<file path="src/rtl/quad_step_decoder.sv">
// Quadrature/index front end: synchronise and glitch-filter A/B/index, then decode
// Gray-code transitions into step/direction pulses, index clears and error counts.

module qsd_filter_ch #(
  parameter int FILT_LEN = 4
) (
  input  logic clk,
  input  logic reset,
  input  logic raw_i,
  input  logic warm_i,
  output logic filt_o
);
  localparam logic [3:0] CNT_LAST = 4'(FILT_LEN - 1);

  logic       s1_q, s2_q, filt_q;
  logic [3:0] cnt_q;

  always_ff @(posedge clk or posedge reset) begin
    if (reset) begin
      s1_q   <= 1'b0;
      s2_q   <= 1'b0;
      filt_q <= 1'b0;
      cnt_q  <= '0;
    end else begin
      s1_q <= raw_i;
      s2_q <= s1_q;
      // During warm-up the filter is bypassed so it starts out on the pin levels
      if (warm_i) begin
        filt_q <= s2_q;
        cnt_q  <= '0;
      end else if (s2_q == filt_q) begin
        cnt_q <= '0;
      end else if (cnt_q == CNT_LAST) begin
        filt_q <= s2_q;
        cnt_q  <= '0;
      end else begin
        cnt_q <= cnt_q + 4'd1;
      end
    end
  end

  assign filt_o = filt_q;
endmodule

module quad_step_decoder #(
  parameter int FILT_LEN = 4,
  parameter int ERR_W    = 8
) (
  input  logic             clk,
  input  logic             reset,
  input  logic             a_in,
  input  logic             b_in,
  input  logic             idx_in,
  input  logic             enable,
  input  logic             clr_err,
  output logic             step_en,
  output logic             step_up,
  output logic             idx_clr,
  output logic             err_pulse,
  output logic [ERR_W-1:0] err_cnt,
  output logic [1:0]       ab_state
);
  localparam logic [4:0]       WU_N    = 5'(FILT_LEN + 2);
  localparam logic [ERR_W-1:0] ERR_MAX = '1;

  // channel 2 = A, 1 = B, 0 = index
  logic [2:0] raw, filt;
  logic [4:0] wu_q;
  logic       warm;

  assign raw  = {a_in, b_in, idx_in};
  assign warm = (wu_q != WU_N);

  for (genvar c = 0; c < 3; c++) begin : g_ch
    qsd_filter_ch #(.FILT_LEN(FILT_LEN)) u_filt (
      .clk   (clk),
      .reset (reset),
      .raw_i (raw[c]),
      .warm_i(warm),
      .filt_o(filt[c])
    );
  end

  always_ff @(posedge clk or posedge reset) begin
    if (reset)     wu_q <= '0;
    else if (warm) wu_q <= wu_q + 5'd1;
  end

  logic [1:0]       cur, prev_q, fwd_nxt, chg;
  logic             prev_idx_q;
  logic             single, dbl;
  logic             step_en_d, step_up_d, idx_clr_d, err_pulse_d;
  logic             step_en_q, step_up_q, idx_clr_q, err_pulse_q;
  logic [ERR_W-1:0] err_cnt_d, err_cnt_q;

  assign cur = filt[2:1];
  assign chg = cur ^ prev_q;

  always_comb begin
    fwd_nxt     = 2'b00;
    case (prev_q)
      2'b00: fwd_nxt = 2'b10;
      2'b10: fwd_nxt = 2'b11;
      2'b11: fwd_nxt = 2'b01;
      2'b01: fwd_nxt = 2'b00;
      default: fwd_nxt = 2'b00;
    endcase
    single      = (chg == 2'b01) || (chg == 2'b10);
    dbl         = (chg == 2'b11);
    step_en_d   = single & enable & ~warm;
    step_up_d   = (single & ~warm) ? (cur == fwd_nxt) : step_up_q;
    idx_clr_d   = filt[0] & ~prev_idx_q & (cur == 2'b00) & enable & ~warm;
    err_pulse_d = dbl & ~warm;
    err_cnt_d   = err_cnt_q;
    if (clr_err)                                err_cnt_d = '0;
    else if (err_pulse_d && err_cnt_q != ERR_MAX) err_cnt_d = err_cnt_q + 1'b1;
  end

  always_ff @(posedge clk or posedge reset) begin
    if (reset) begin
      prev_q      <= '0;
      prev_idx_q  <= 1'b0;
      step_en_q   <= 1'b0;
      step_up_q   <= 1'b0;
      idx_clr_q   <= 1'b0;
      err_pulse_q <= 1'b0;
      err_cnt_q   <= '0;
    end else begin
      prev_q      <= cur;
      prev_idx_q  <= filt[0];
      step_en_q   <= step_en_d;
      step_up_q   <= step_up_d;
      idx_clr_q   <= idx_clr_d;
      err_pulse_q <= err_pulse_d;
      err_cnt_q   <= err_cnt_d;
    end
  end

  assign step_en   = step_en_q;
  assign step_up   = step_up_q;
  assign idx_clr   = idx_clr_q;
  assign err_pulse = err_pulse_q;
  assign err_cnt   = err_cnt_q;
  assign ab_state  = filt[2:1];
endmodule

</file>
<file path="config.mk">
export PLATFORM = sky130hd
export DESIGN_NAME = quad_step_decoder
export DESIGN_NICKNAME = d
export VERILOG_FILES = /design/src/rtl/quad_step_decoder.sv
export SDC_FILE = /design/constraint.sdc
export NUM_CORES = 1
export LEC_CHECK = 0
export ABC_CLOCK_PERIOD_IN_PS = 1920
export BUFFER_PORTS_ARGS = -buffer_cell sky130_fd_sc_hd__buf_2
export CORE_AREA = 2 2 89 91
export CTS_CLUSTER_DIAMETER = 200
export DETAILED_ROUTE_END_ITERATION = 7
export DIE_AREA = 0 0 91 93
export GPL_TIMING_DRIVEN = 0
export SLEW_MARGIN = 20
export SYNTH_ARGS = -nofsm -noshare
export SYNTH_HDL_FRONTEND = slang
export SYNTH_SLANG_ARGS = --single-unit
</file>
<file path="constraint.sdc">
create_clock -name clk -period 1.92 [get_ports clk]
set_clock_uncertainty 0.15 [all_clocks]
set_input_delay 0.384 -clock clk [delete_from_list [all_inputs] [get_ports clk]]
set_output_delay 0.384 -clock clk [all_outputs]
set_load 0.01 [all_outputs]
</file>
==> results of run 1 <==
-- registers in the layout, summed over array words and instances, names as in the netlist, 2 cells and up --
register,cells
g_ch.u_filt.cnt_q,12
err_cnt,8
wu_q,5
g_ch.u_filt.filt_o,3
g_ch.u_filt.s1_q,3
g_ch.u_filt.s2_q,3
prev_q,2
-- cells in the final DEF (no fill, tap or decap), types with 3 or more instances in the layout --
| master | n |
|---|---|
| dfrtp_1 | 39 |
| buf_2 | 20 |
| nor2_1 | 15 |
| xor2_1 | 11 |
| buf_4 | 8 |
| nand3_1 | 7 |
| and3_1 | 6 |
| nand2_1 | 6 |
| a21oi_1 | 6 |
| nor3_1 | 5 |
| xnor2_1 | 5 |
| ha_1 | 5 |
| clkbuf_8 | 5 |
| inv_1 | 4 |
| nand3b_1 | 3 |
| nand2b_1 | 3 |
| nor3b_1 | 3 |
| mux2_1 | 3 |
-- logic make-up after synthesis --
kind of cell	synth area share
AOI/OAI and AO/OA	0.0704
and+or+nand+nor	0.182
buffers and inverters	0.0317
xor gates and xnor gates	0.0773
muxes	0.0242
DFF	0.566
adders and majority gates	0.0483
-- cell type report --
cell class	instances	area, um^2
Timing Repair Buffer	27	178
Clock inverter	3	21.3
Buffer	5	35.0
Inverter	6	22.5
Multi-Input combinational cell	99	752
Sequential cell	41	1030
Fill cell	811	5290
Clock buffer	5	68.8
Tap cell	102	128
-- critical path: stages, from the launching register on --
cell and delay, ns:
dfrtp_2 0.42, xor2_1 0.16, ha_2 0.22, nand4_1 0.13, a311oi_2 0.35, a311oi_1 0.14, a41o_1 0.22
-- worst max-delay path by stage --
stage / endpoint / slack (ns) / cells after the start
final: err_cnt[5] / 0.03 / 6
after global routing: err_cnt[5] / -0.15 / 6
after CTS: err_cnt[5] / 0.01 / 6
after detailed placement: err_cnt[5] / -0.14 / 6
after global placement: err_cnt[4] / -0.14 / 2
after floorplan: err_cnt[6] / 0.06 / 6
-- per-layer routing --
metal | global-route usage | wire length [um] | vias to the layer above
li1 | - | - | 601
met3 | 0.0193 | 83 | 2
met5 | 0 | 0 | -
met2 | 0.147 | 1690 | 15
met4 | 0.0303 | 14 | 0
met1 | 0.113 | 1540 | 626
-- power by group through the flow --
stage,Clock [W],Combinational (W),Sequential (W)
2_1_floorplan,0,0.000505,0.00118
6_report,0.000575,0.000825,0.00115
4_1_cts,0.000599,0.000835,0.00115
3_5_place_dp,0,0.000736,0.00120
5_1_grt,0.000630,0.000960,0.00117
3_3_place_gp,0,0.000712,0.00119
-- stage by stage --
| stage | cell area [um^2] | hold slack, ns |
|---|---|---|
| after global placement | 2040 | 0.182 |
| after detailed placement | 2060 | 0.187 |
| after CTS | 2180 | 0.0337 |
| after floorplan | 1810 | 0.181 |
| final | 2230 | 0.0433 |
| after global routing | 2230 | 0.0275 |
-- repair_timing --
item | CTS | global route
hold endpoints to repair | 19 | 0
setup endpoints to repair | 3 | 5
pin swaps | 3 | 2
setup buffers | 2 | 4
gates resized for setup | 4 | 5
hold buffers | 1 | 0
==> flow_summary.yaml, run 1 <==
outcome:
  outcome: "finished clean"
timing:
  min_period_over_period: 0.985
  finalSetupTns_ns: 0
  slew_viol_final: 0
  setup_viol: 0
  fmax_mhz: 529
  finalHoldViolCount: 0
  period_minus_slack_ns: 1.89
  max_slew_margin: 0.696
  fin_ws_ns: 0.0292
  rsz0062_at_grt: "yes"
  worst_pin_slew_ns: 0.455
worst_hold_path:
  whs_path_depth: 1
  min-delay-start: "a_in"
  hp-class: "primary input to flip-flop"
  hold_path_end: "g_ch[2].u_filt.s1_q"
floorplan:
  row_count: 32
  start_util: 0.241
  core_mm2: 0.00753
  die_w_um: 91
  ios: 21
  dieArea_mm2: 0.00846
  die_h_um: 93
finish:
  finalNonFillerCells: 288
  diodes: 0
  final_nets: 199
  final_util: 0.297
  final_layout_size_suffix_gt1_frac: 0.269
  area_growth_pct: 23.2
synthesis:
  synthArstFlopShare: 1.00
  synthCells: 151
  syn_avg_cell_area_um2: 12.0
  synth_fp_nets: 165
  ys_ff_latch: 41
  netlist_area_mm2: 0.00181
  ys_seq_area_frac: 0.566
  post_synth_main_area_contributors: "dfrtp_1, xor2_1, ha_1"
  synth_top_area_frac: 0.566
  netlist_top_cells_count: "dfrtp_1, nor2_1, xor2_1, ha_1, nand3_1"
  synth_enable_flop_cells: 0
  yosysTopAreaCell: "dfrtp_1"
  synth_cell_types: 37
  ys.flop_type: "dfrtp_1"
  yosysMostFrequentCell: "dfrtp_1"
  yosys_warnings: 0
critical_path:
  regToRegSetupSlack_ns: 0.03
  cp.arrival_ns: 1.93
  worstReg2RegStart: "g_ch[1].u_filt.filt_o"
  crit_type: "flip-flop to flip-flop"
  required_ns: 1.96
  end_kind: "flip-flop"
  cp_max_fo: 3
  reg2regPathDepth: 6
  r2r-end: "err_cnt[5]"
  critPathLaunch: "g_ch[1].u_filt.filt_o"
  critPathLaunchType: "flip-flop"
clock_tree:
  path_clk_slew_ns: 0.09
  h-tree-depth: 2
  clock_latency_ns: 0.29
  cts_tree: "yes"
  cts.path.max_buffers: 2
  cts-root-buf: "clkbuf_8"
  cts_buffers: 5
  cts.sinks: 41
place:
  dp.cells: 273
  dp_hpwl_um: 2400
  routabilityCongestion: 0.733
  pre_cts_ws_ns: -0.144
  io_buffer_count: 19
pwr:
  seq_power_share: 0.450
  power.density_mw_per_mm2: 1140
  clkPwrFrac: 0.226
  vdd_drop_max_v: 0.000499
  switching_share: 0.336
  leakage_nw: 1.02
  p_sw_w: 0.000856
  finalPower_w: 0.00255
  p_int_w: 0.00169
  combPwrFrac: 0.324
routing:
  post-route-drc-count: 0
  routed-via-count: 1244
  antenna_left: 0
  drt_first_iter_violations: 60
  routed_wl_um: 3330
  vias_per_cell: 4.32
  dr.pass1.iters: 4
  wl_per_cell_um: 11.6
global_routing:
  grt-ovfl-total: 0
  grt_pass1_vias: 1275
  grt_pass1_wl_um: 5990
  antenna_found_initial: 0
  grt_max_degree: 23
  track_usage: 0.0878
run:
  maxCapViolCount: 0
No activity file was read; power rests on OpenSTA's default activity.
==> run 2: changes to the inputs <==
CORE_AREA = 2 2 63 65   (was 2 2 89 91)
DIE_AREA = 0 0 65 67   (was 0 0 91 93)
PLACE_DENSITY = 0.72   (was default)
==> flow_summary.yaml, run 2 (synthesis gave the netlist of run 1 again) <==
place:
  io_buffer_count: 19
  dp.cells: 219
  dp_hpwl_um: 2280
  routabilityCongestion: 0.724
critical_path:
  cp_max_fo: 3
  slowest_stage: "dfrtp_2"
  required_ns: 1.95
  critPathLaunchType: "flip-flop"
  cp.arrival_ns: 1.97
  crit_type: "flip-flop to flip-flop"
  slowest_delay_ns: 0.43
  worstPathCellList: "xor2_2 > ha_2 > nand4_1 > a311oi_2 > a311oi_1 > a41o_1"
  end_kind: "flip-flop"
routing:
  routed-via-count: 1238
  wl_per_cell_um: 13.7
  post-route-drc-count: 0
  dr.pass1.iters: 4
  vias_per_cell: 5.27
  drt_first_iter_violations: 41
  antenna_left: 0
  routed_wl_um: 3230
floorplan:
  ios: 21
  die_h_um: 67
  row_count: 22
  core_mm2: 0.00361
  start_util: 0.503
  die_w_um: 65
  dieArea_mm2: 0.00436
global_routing:
  grt_pass1_vias: 1297
  met2_usage: 0.320
  use_met1: 0.177
  grt-busiest-layer: "met2"
  grt-ovfl-total: 0
  track_usage: 0.170
  grt_max_degree: 23
  grt_pass1_wl_um: 5510
  antenna_found_initial: 0
  met3_usage: 0.0507
timing:
  fmax_mhz: 516
  rsz0062_at_grt: "yes"
  max_slew_margin: 0.670
  slew_viol_final: 0
  fin_ws_ns: -0.0194
  finalHoldViolCount: 0
  min_period_over_period: 1.01
  worst_pin_slew_ns: 0.495
  period_minus_slack_ns: 1.94
  setup_viol: 1
  finalSetupTns_ns: -0.0194
finish:
  regMostFlops: "g_ch.u_filt.cnt_q"
  largest_reg_flops: 12
  diodes: 0
  fillers: 294
  multi_input_area_um2: 796
  area_growth_pct: 22.7
  final_layout_size_suffix_gt1_frac: 0.289
  final_nets: 201
  regArea_mm2: 0.00103
  final_cell_mix: "dfrtp_1, buf_2, nor2_1, buf_4, xor2_1"
  finalNonFillerCells: 235
  final_common_cell: "dfrtp_1"
pwr:
  vdd_drop_max_v: 0.000681
  leakage_nw: 1.04
  finalPower_w: 0.00255
  power.density_mw_per_mm2: 1150
clock_tree:
  cts.path.max_buffers: 2
  path_clk_slew_ns: 0.07
  cts.sinks: 41
  cts_buffers: 5
  cts_tree: "yes"
  cts-root-buf: "clkbuf_8"
  h-tree-depth: 2
  clock_latency_ns: 0.28
worst_hold_path:
  hp-class: "primary input to flip-flop"
run:
  maxCapViolCount: 0
outcome:
  violations: "negative setup slack"
  outcome: "finished, violations left"
-- run 2: cell count changes in the layout (fill, tap and decap cells not counted), sizes merged --
cell | before | now
clkinv | 1 | 0
inv | 7 | 6
buf | 31 | 33
clkbuf | 5 | 6
-- run 2: worst max-delay path: cells and delay by family (launching register included) --
kind / cells / cell delay, ns
xor+xnor: 1 / 0.17
flops: 1 / 0.43
compound gates: 3 / 0.76
fa+ha+maj: 1 / 0.19
simple gates: 1 / 0.13
-- run 2: path summary, 6_finish.rpt --
path | from | to | slack (ns) | cells after the start
max | g_ch[1].u_filt.filt_o | err_cnt[5] | -0.02 | 6
min | a_in | g_ch[2].u_filt.s1_q | 0.05 | 1
max reg2reg | g_ch[1].u_filt.filt_o | err_cnt[5] | -0.02 | 6
min reg2reg | g_ch[1].u_filt.s1_q | g_ch[1].u_filt.s2_q | 0.20 | 0
max in group asynchronous | reset | g_ch[2].u_filt.filt_o | 0.63 | 4
min in group asynchronous | reset | g_ch[0].u_filt.cnt_q[3] | 0.52 | 3
-- run 2: timing repair --
item | in CTS | in global routing
hold buffers | 1 | 0
hold endpoints to repair | 21 | 0
setup buffers | 2 | 6
setup endpoints to repair | 3 | 3
gates resized for setup | 8 | 5
pin swaps | 3 | 4
-- run 2: routing by layer --
metal / part of all wire / wire (um)
met1: 0.41 / 1320
met2: 0.54 / 1740
met3: 0.030 / 97
met4: 0.020 / 64
met5: 0 / 0
-- run 2: area by class of cell --
cell class,count,area share
inverters,6,0.0101
multi-input cells,99,0.358
flip-flops and latches,41,0.462
repair buffers,29,0.0866
clock buffers,6,0.0371
well taps,48,0.0270
clock inverters,1,0.00337
plain buffers,5,0.0157
-- run 2: through the flow --
step	setup slack, ns	utilization	cell area (um^2)	hold WS [ns]
6_report	-0.0194	0.617	2220	0.0489
4_1_cts	0.0215	0.595	2150	0.0411
3_5_place_dp	-0.126	0.553	2000	0.187
3_3_place_gp	-0.0680	0.546	1970	0.183
2_1_floorplan	0.0626	-	1810	0.181
5_1_grt	-0.0908	0.617	2220	0.0365
-- run 2: power breakdown --
group	internal, W	switching (W)
clock	0.000284	0.000266
sequential	0.00104	0.000122
combinational	0.000409	0.000432
